**src/rtl/hog_scan_counter.sv**
```systemverilog
// Two-dimensional scan index generator: a prescaler paces column steps, column
// wraps advance the row, and the last position closes the frame.
module hog_scan_counter #(
    parameter int PRESCALE = 53,
    parameter int COLS     = 106,
    parameter int ROWS     = 1,
    parameter int PRE_W    = 6,
    parameter int COL_W    = 7,
    parameter int ROW_W    = 7
) (
    input  logic             iClk,
    input  logic             iRst,
    input  logic             iStart,
    input  logic             iAbort,
    input  logic             iEn,
    input  logic             iContinuous,
    output logic [COL_W-1:0] oCol,
    output logic [ROW_W-1:0] oRow,
    output logic             oStep,
    output logic             oRowEnd,
    output logic             oFrameDone,
    output logic             oBusy
);

    // Terminal counts fit their registers because each parameter is at most 2^width.
    localparam logic [PRE_W-1:0] PRE_LAST = PRE_W'(PRESCALE - 1);
    localparam logic [COL_W-1:0] COL_LAST = COL_W'(COLS - 1);
    localparam logic [ROW_W-1:0] ROW_LAST = ROW_W'(ROWS - 1);

    typedef enum logic {
        IDLE = 1'b0,
        RUN  = 1'b1
    } state_t;

    state_t           state;
    logic [PRE_W-1:0] pre;

    // NOTE: every register here is assigned with <= so all updates see pre-edge values.
    always_ff @(posedge iClk) begin
        if (iRst || iAbort) begin
            state      <= IDLE;
            pre        <= '0;
            oCol       <= '0;
            oRow       <= '0;
            oStep      <= 1'b0;
            oRowEnd    <= 1'b0;
            oFrameDone <= 1'b0;
            oBusy      <= 1'b0;
        end else begin
            // Strobes default low so each one lasts exactly the cycle it is set.
            oStep      <= 1'b0;
            oRowEnd    <= 1'b0;
            oFrameDone <= 1'b0;
            case (state)
                IDLE: begin
                    pre  <= '0;
                    oCol <= '0;
                    oRow <= '0;
                    if (iStart) begin
                        state <= RUN;
                        oBusy <= 1'b1;
                    end
                end
                RUN: begin
                    if (iEn) begin
                        if (pre == PRE_LAST) begin
                            pre   <= '0;
                            oStep <= 1'b1;
                            if (oCol != COL_LAST) begin
                                oCol <= oCol + 1'b1;
                            end else begin
                                oCol    <= '0;
                                oRowEnd <= 1'b1;
                                if (oRow != ROW_LAST) begin
                                    oRow <= oRow + 1'b1;
                                end else begin
                                    // Frame end: iContinuous is only looked at here.
                                    oRow       <= '0;
                                    oFrameDone <= 1'b1;
                                    if (!iContinuous) begin
                                        state <= IDLE;
                                        oBusy <= 1'b0;
                                    end
                                end
                            end
                        end else begin
                            pre <= pre + 1'b1;
                        end
                    end
                end
            endcase
        end
    end

endmodule

```
**config.mk**
```make
export PLATFORM = sky130hd
export DESIGN_NAME = hog_scan_counter
export DESIGN_NICKNAME = d
export VERILOG_FILES = /design/src/rtl/hog_scan_counter.sv
export SDC_FILE = /design/constraint.sdc
export NUM_CORES = 1
export LEC_CHECK = 0
export BUFFER_PORTS_ARGS = -buffer_cell sky130_fd_sc_hd__buf_2
export CAP_MARGIN = 20
export CELL_PAD_IN_SITES_DETAIL_PLACEMENT = 0
export CELL_PAD_IN_SITES_GLOBAL_PLACEMENT = 1
export CORE_ASPECT_RATIO = 0.8
export CORE_MARGIN = 2
export CORE_UTILIZATION = 42
export CTS_BUF_LIST = sky130_fd_sc_hd__clkbuf_4 sky130_fd_sc_hd__clkbuf_8 sky130_fd_sc_hd__clkbuf_16
export DETAILED_ROUTE_END_ITERATION = 7
export HOLD_SLACK_MARGIN = 0.02
export PLACE_DENSITY = 0.87
export SLEW_MARGIN = 20
export SYNTH_ARGS = -nofsm -noshare
export SYNTH_HDL_FRONTEND = slang
export SYNTH_SLANG_ARGS = --single-unit
```
**constraint.sdc**
```tcl
create_clock -name iClk -period 6.07 [get_ports iClk]
set_input_delay 0.3035 -clock iClk [delete_from_list [all_inputs] [get_ports iClk]]
set_output_delay 0.3035 -clock iClk [all_outputs]
set_load 0.05 [all_outputs]
```
==> results of run 1 <==
## synth_stat cells
cell / number / area (um2)
dfxtp_1: 25 / 500
nand2b_1: 2 / 12.5
o21ai_0: 6 / 30.0
nor4b_1: 1 / 8.76
nand3_1: 8 / 40.0
or4_1: 4 / 30.0
inv_1: 8 / 30.0
clkbuf_2: 1 / 5.00
a2111oi_0: 1 / 8.76
nor2b_1: 1 / 6.26
o41ai_1: 1 / 8.76
ha_1: 6 / 75.1
mux2i_1: 1 / 10.0
or2_2: 1 / 6.26
nor4_1: 2 / 12.5
nand4b_1: 2 / 17.5
o21a_1: 1 / 7.51
nand4_1: 2 / 12.5
and4b_1: 1 / 10.0
nor3_1: 2 / 10.0
nand4b_4: 1 / 23.8
xnor2_1: 1 / 8.76
or3_1: 6 / 37.5
a21oi_1: 14 / 70.1
xor2_1: 4 / 35.0
nand2_1: 10 / 37.5
a31o_2: 1 / 8.76
nor2_1: 14 / 52.6
o21bai_1: 1 / 7.51
o31ai_1: 3 / 22.5
clkbuf_1: 3 / 11.3
nand3b_1: 1 / 7.51
and3_1: 3 / 18.8
## kinds of logic (layout without fill, tap and decap cells)
logic type	count (synthesis)	count (layout)	synth area share
compound gates	28	28	0.138
xor+xnor	5	5	0.0370
fa+ha+maj	6	6	0.0634
buf+inv	12	35	0.0391
flops	25	25	0.423
mux	1	1	0.00846
simple gates	61	61	0.291
## through the flow
| stage | util | instance area [um2] | setup slack (ns) | hold WS, ns |
|---|---|---|---|---|
| 2_1_floorplan | - | 1180 | 3.77 | 0.419 |
| 3_3_place_gp | 0.489 | 1330 | 3.92 | 0.452 |
| 3_5_place_dp | 0.489 | 1330 | 3.85 | 0.460 |
| 4_1_cts | 0.500 | 1360 | 3.81 | 0.205 |
| 5_1_grt | 0.500 | 1360 | 3.60 | 0.224 |
| 6_report | 0.500 | 1360 | 3.80 | 0.213 |
## cell type report
class / instances / area [um2] / share of cell area
Inverter: 8 / 30.0 / 0.0221
Clock buffer: 4 / 30.0 / 0.0221
Timing Repair Buffer: 23 / 115 / 0.0846
Tap cell: 38 / 47.5 / 0.0350
Sequential cell: 25 / 500 / 0.368
Multi-Input combinational cell: 101 / 637 / 0.468
## worst max-delay path, stage by stage (launching register included)
cell and delay (ns):
dfxtp_1 0.47, ha_1 0.21, nand2b_1 0.09, or4_1 0.72, or4_1 0.57, a21oi_1 0.15
## power by group through the flow
stage          Clock (uW)  Combinational, uW  Sequential, uW
2_1_floorplan           0               4.10             170
3_3_place_gp            0               8.59             169
3_5_place_dp            0               8.73             169
4_1_cts              81.1               8.76             166
5_1_grt              88.4               9.75             166
6_report             77.9               8.72             165
## layer usage
layer  GRT usage  vias up  routed length (um)
li1            -      536                   -
met1       0.233      476                1250
met2       0.279       18                1100
met3      0.0485        0                 105
met4      0.0254        0                   0
met5           0        -                   0
## worst paths after layout
| check | from | to | slack (ns) | depth (start not counted) |
|---|---|---|---|---|
| max | oCol[0] | oRow[6] | 3.80 | 5 |
| min | iStart | state | 0.21 | 3 |
| min reg2reg | oBusy | oBusy | 0.49 | 2 |
| max reg2reg | oCol[0] | oRow[6] | 3.80 | 5 |
## sequential cells by signal (all words and copies together) (netlist names)
| register | flops |
|---|---|
| oRow | 7 |
| oCol | 7 |
| pre | 6 |
| oFrameDone | 1 |
| oRowEnd | 1 |
| oStep | 1 |
| state | 1 |
| oBusy | 1 |
==> results.cfg, run 1 <==
[clocking]
clock_sinks = 25
ctsResizeCount = 0
cts_max_path_buffers = 2
clk_pin_slew_ns = 0.13
root_buffer = clkbuf_4
numCtsBuffers = 3
cts_tree = built
clock_latency_ns = 0.31
hold_buffers = 0
post_cts_buffers = 0
htreeDepth = 1

[timing]
fin_setup_tns_ns = 0
hold_violations = 0
fin_crit_sh = 0.374
fmax_mhz = 440
maxSlewViolCount = 0
rsz0062_at_grt = false
slew_headroom = 0.633
setup_violations = 0
worst-slew-pin-transition_ns = 0.546
fin_crit_ns = 2.27
fin_skew_ns = 0.00224

[synth]
synth.distinct_cells = 33
syn_area_um2 = 1180
syn_avg_cell_area_um2 = 8.58
ys_warn_count = 0
synth_fp_nets = 150
synth_seq_cells = 25
synthCells = 138
ys_seq_area_frac = 0.423

[final_layout]
fillCellCount = 294
synthToLayoutAreaGrowth_pct = 14.9
layout_common_cells = 25 x dfxtp_1, 23 x buf_2, 14 x a21oi_1, 14 x nor2_1, 10 x nand2_1
final_common_cell = dfxtp_1
antennaDiodeCount = 0
layout-drive-gt1-share = 0.186
layout.nets = 174
stdcell_count = 199

[drt]
vias = 1030
avgViaCountPerCell = 5.18
drc_errors = 0
wl_um = 2450
ant_nets = 0
detail_route.wl_per_cell_um = 12.3
drt_iter0_markers = 48
first_pass_iters = 4

[power_and_ir_drop]
p_clk_frac = 0.309
p_seq_frac = 0.656
switchingPower_uw = 54.1
intPower_uw = 198
swShare = 0.215
vdd_ir_drop_max_mv = 0.156
finalPower_uw = 252
leakagePower_uw = 0.000552
pwr-share-comb = 0.035
powerDensity_nw_per_um2 = 185

[placed_design]
place_inst = 195
gp_congestion = 0.719
numPortBuffers = 23
dp_hpwl_um = 1830

[global_route]
antenna_found_initial = 0
grt_pass1_wl_um = 4430
grt_max_degree = 16
grt_pass1_vias = 1005
track_usage = 0.172
grt.overflow.total = 0

[floorplan]
core_um2 = 2720
start_util = 0.435
die_w_um = 63.4
row_count = 17
dieArea_um2 = 3260
dieHeight_um = 51.5
io_pins = 24

[critical_path]
worstPathRequired_ns = 6.32
crit_fanout = 15
cp-end-kind = register
critPathArrivalTime_ns = 2.52
path_class = reg2reg
startpoint_type = register

[status]
run_status = finished clean

[flow_run]
cap_violations = 0

[hold_path]
hold_path.class = in2reg
Note: power is estimated with default switching activity, not from simulation.
==> run 2, diff against run 1 <==
--- a/config.mk
+++ b/config.mk
@@ -11,11 +11,11 @@
 export CELL_PAD_IN_SITES_GLOBAL_PLACEMENT = 1
 export CORE_ASPECT_RATIO = 0.8
 export CORE_MARGIN = 2
-export CORE_UTILIZATION = 42
+export CORE_UTILIZATION = 35
 export CTS_BUF_LIST = sky130_fd_sc_hd__clkbuf_4 sky130_fd_sc_hd__clkbuf_8 sky130_fd_sc_hd__clkbuf_16
 export DETAILED_ROUTE_END_ITERATION = 7
 export HOLD_SLACK_MARGIN = 0.02
-export PLACE_DENSITY = 0.87
+export PLACE_DENSITY = 0.78
 export SLEW_MARGIN = 20
 export SYNTH_ARGS = -nofsm -noshare
 export SYNTH_HDL_FRONTEND = slang
==> constraint.sdc (replaced) <==
create_clock -name iClk -period 2 [get_ports iClk]
set_input_delay 0.1 -clock iClk [delete_from_list [all_inputs] [get_ports iClk]]
set_output_delay 0.1 -clock iClk [all_outputs]
set_load 0.05 [all_outputs]
==> run 2 against run 1 <==
- clock skew is essentially flat
- core utilization decreased by 2.4 points
- first-iteration DRC count up 6.3%
- sequential share of layout area shrank 2.7 points
- combinational power increased to 3.4 times the previous value
- register-to-register slack worse by 3.7 ns
- clock-buffer cell count is the same
- final cell count grew 7.0%
==> results.cfg, run 2 (synthesis gave the netlist of run 1 again) <==
[drt]
vias = 1097
first_pass_iters = 4
drc_errors = 0
drt_iter0_markers = 51
avgViaCountPerCell = 5.15
wl_um = 2600
detail_route.wl_per_cell_um = 12.2
ant_nets = 0

[timing]
fmax_mhz = 522
setup_violations = 0
fin_skew_ns = 0.00204
maxSlewViolCount = 0
rsz0062_at_grt = false
fin_crit_sh = 0.958
slew_headroom = 0.663
fin_crit_ns = 1.92
hold_violations = 0
worst-slew-pin-transition_ns = 0.501

[critical_path]
critPathArrivalTime_ns = 2.13
ff2ff_path_depth = 7
reg2reg_from = oCol[1]
cp-end-kind = register
crit_fanout = 8
startpoint = oCol[1]
worstPathRequired_ns = 2.21
path_class = reg2reg
startpoint_type = register

[global_route]
grt.overflow.total = 0
grt_pass1_vias = 981
grt_max_degree = 14
grt_pass1_wl_um = 4570
track_usage = 0.147
antenna_found_initial = 0

[clocking]
cts_max_path_buffers = 2
hold_buffers = 0
post_cts_buffers = 0
root_buffer = clkbuf_8
numCtsBuffers = 3
clock_sinks = 25
clock_latency_ns = 0.28
cts_tree = built
htreeDepth = 1
clk_pin_slew_ns = 0.08

[hold_path]
hp-start = iStart
holdPathStages = 3
hold_path.class = in2reg

[power_and_ir_drop]
vdd_ir_drop_max_mv = 0.237
powerDensity_nw_per_um2 = 567
leakagePower_uw = 0.000625

[floorplan]
dieHeight_um = 56.0
core_um2 = 3150
die_w_um = 69.0
io_pins = 24
start_util = 0.375
dieArea_um2 = 3870
row_count = 18

[placed_design]
dp_hpwl_um = 2020
place_inst = 209
place_area_um2 = 1430
gp_congestion = 0.781
numPortBuffers = 23

[final_layout]
fillCellCount = 329
stdcell_count = 213
reg.largest.list = oCol: 7 flops, oRow: 7 flops, pre: 6 flops
layout.nets = 186
fin_area_um2 = 1500
layout_common_cells = 23 x buf_2, 18 x dfxtp_1, 14 x nor2_1
antennaDiodeCount = 0
synthToLayoutAreaGrowth_pct = 26.7
layout-drive-gt1-share = 0.312
final_common_cell = buf_2

[flow_run]
cap_violations = 0

[status]
run_status = finished clean
## run 2: cell types whose count changed in the layout (fill, tap and decap cells not counted), moves of 3 or more
cell,previous run,this run
dfxtp_1,25,18
clkbuf_8,0,3
dfxtp_2,0,6
buf_4,0,12
clkbuf_4,4,1
## run 2: metal layers
layer | vias to the layer above | global-route usage | share of wire
li1 | 565 | - | -
met1 | 511 | 0.204 | 0.53
met2 | 16 | 0.205 | 0.41
met3 | 5 | 0.0489 | 0.043
met4 | 0 | 0.0672 | 0.018
met5 | - | 0 | 0
## run 2: final timing paths
| path | to | slack [ns] |
|---|---|---|
| worst max-delay path | oRow[3] | 0.08 |
| worst min-delay path | state | 0.05 |
| worst max register to register | oRow[3] | 0.08 |
| worst min register to register | oBusy | 0.48 |
## run 2: area by class of cell
type,instances,area (um2),area share
multi-input combinational,101,654,0.436
sequential,25,512,0.341
tap,40,50.0,0.0334
inverter,8,30.0,0.0200
clock buffer,4,48.8,0.0325
timing repair buffer,35,205,0.137
## run 2: worst max-delay path, cell delays in order (launching register included)
cell and delay [ns]:
dfxtp_2 0.32, inv_1 0.05, ha_2 0.16, nand2b_1 0.07
or4_4 0.59, buf_4 0.17, or3_1 0.33, a21oi_1 0.15
## run 2: stage by stage
step	hold WS (ns)	setup WS, ns	utilization	setup TNS (ns)	total power, uW
after global routing	0.0652	0.00636	0.476	0	884
after detailed placement	0.336	-0.000484	0.455	-0.000484	541
after CTS	0.0456	0.0904	0.471	0	860
after floorplan	0.216	0.0200	-	0	527
final	0.0508	0.0832	0.476	0	850
after global placement	0.318	0.0368	0.455	0	541
## run 2: timing repair
item | CTS | global route
endpoints found under the setup margin | 3 | 1
pin swaps | 0 | 3
gates resized for setup | 1 | 4
cloned | 0 | 0
## run 2: report_power, final
group	internal (uW)	switching (uW)
Combinational	11.4	18.6
Clock	157	164
Sequential	498	2.09
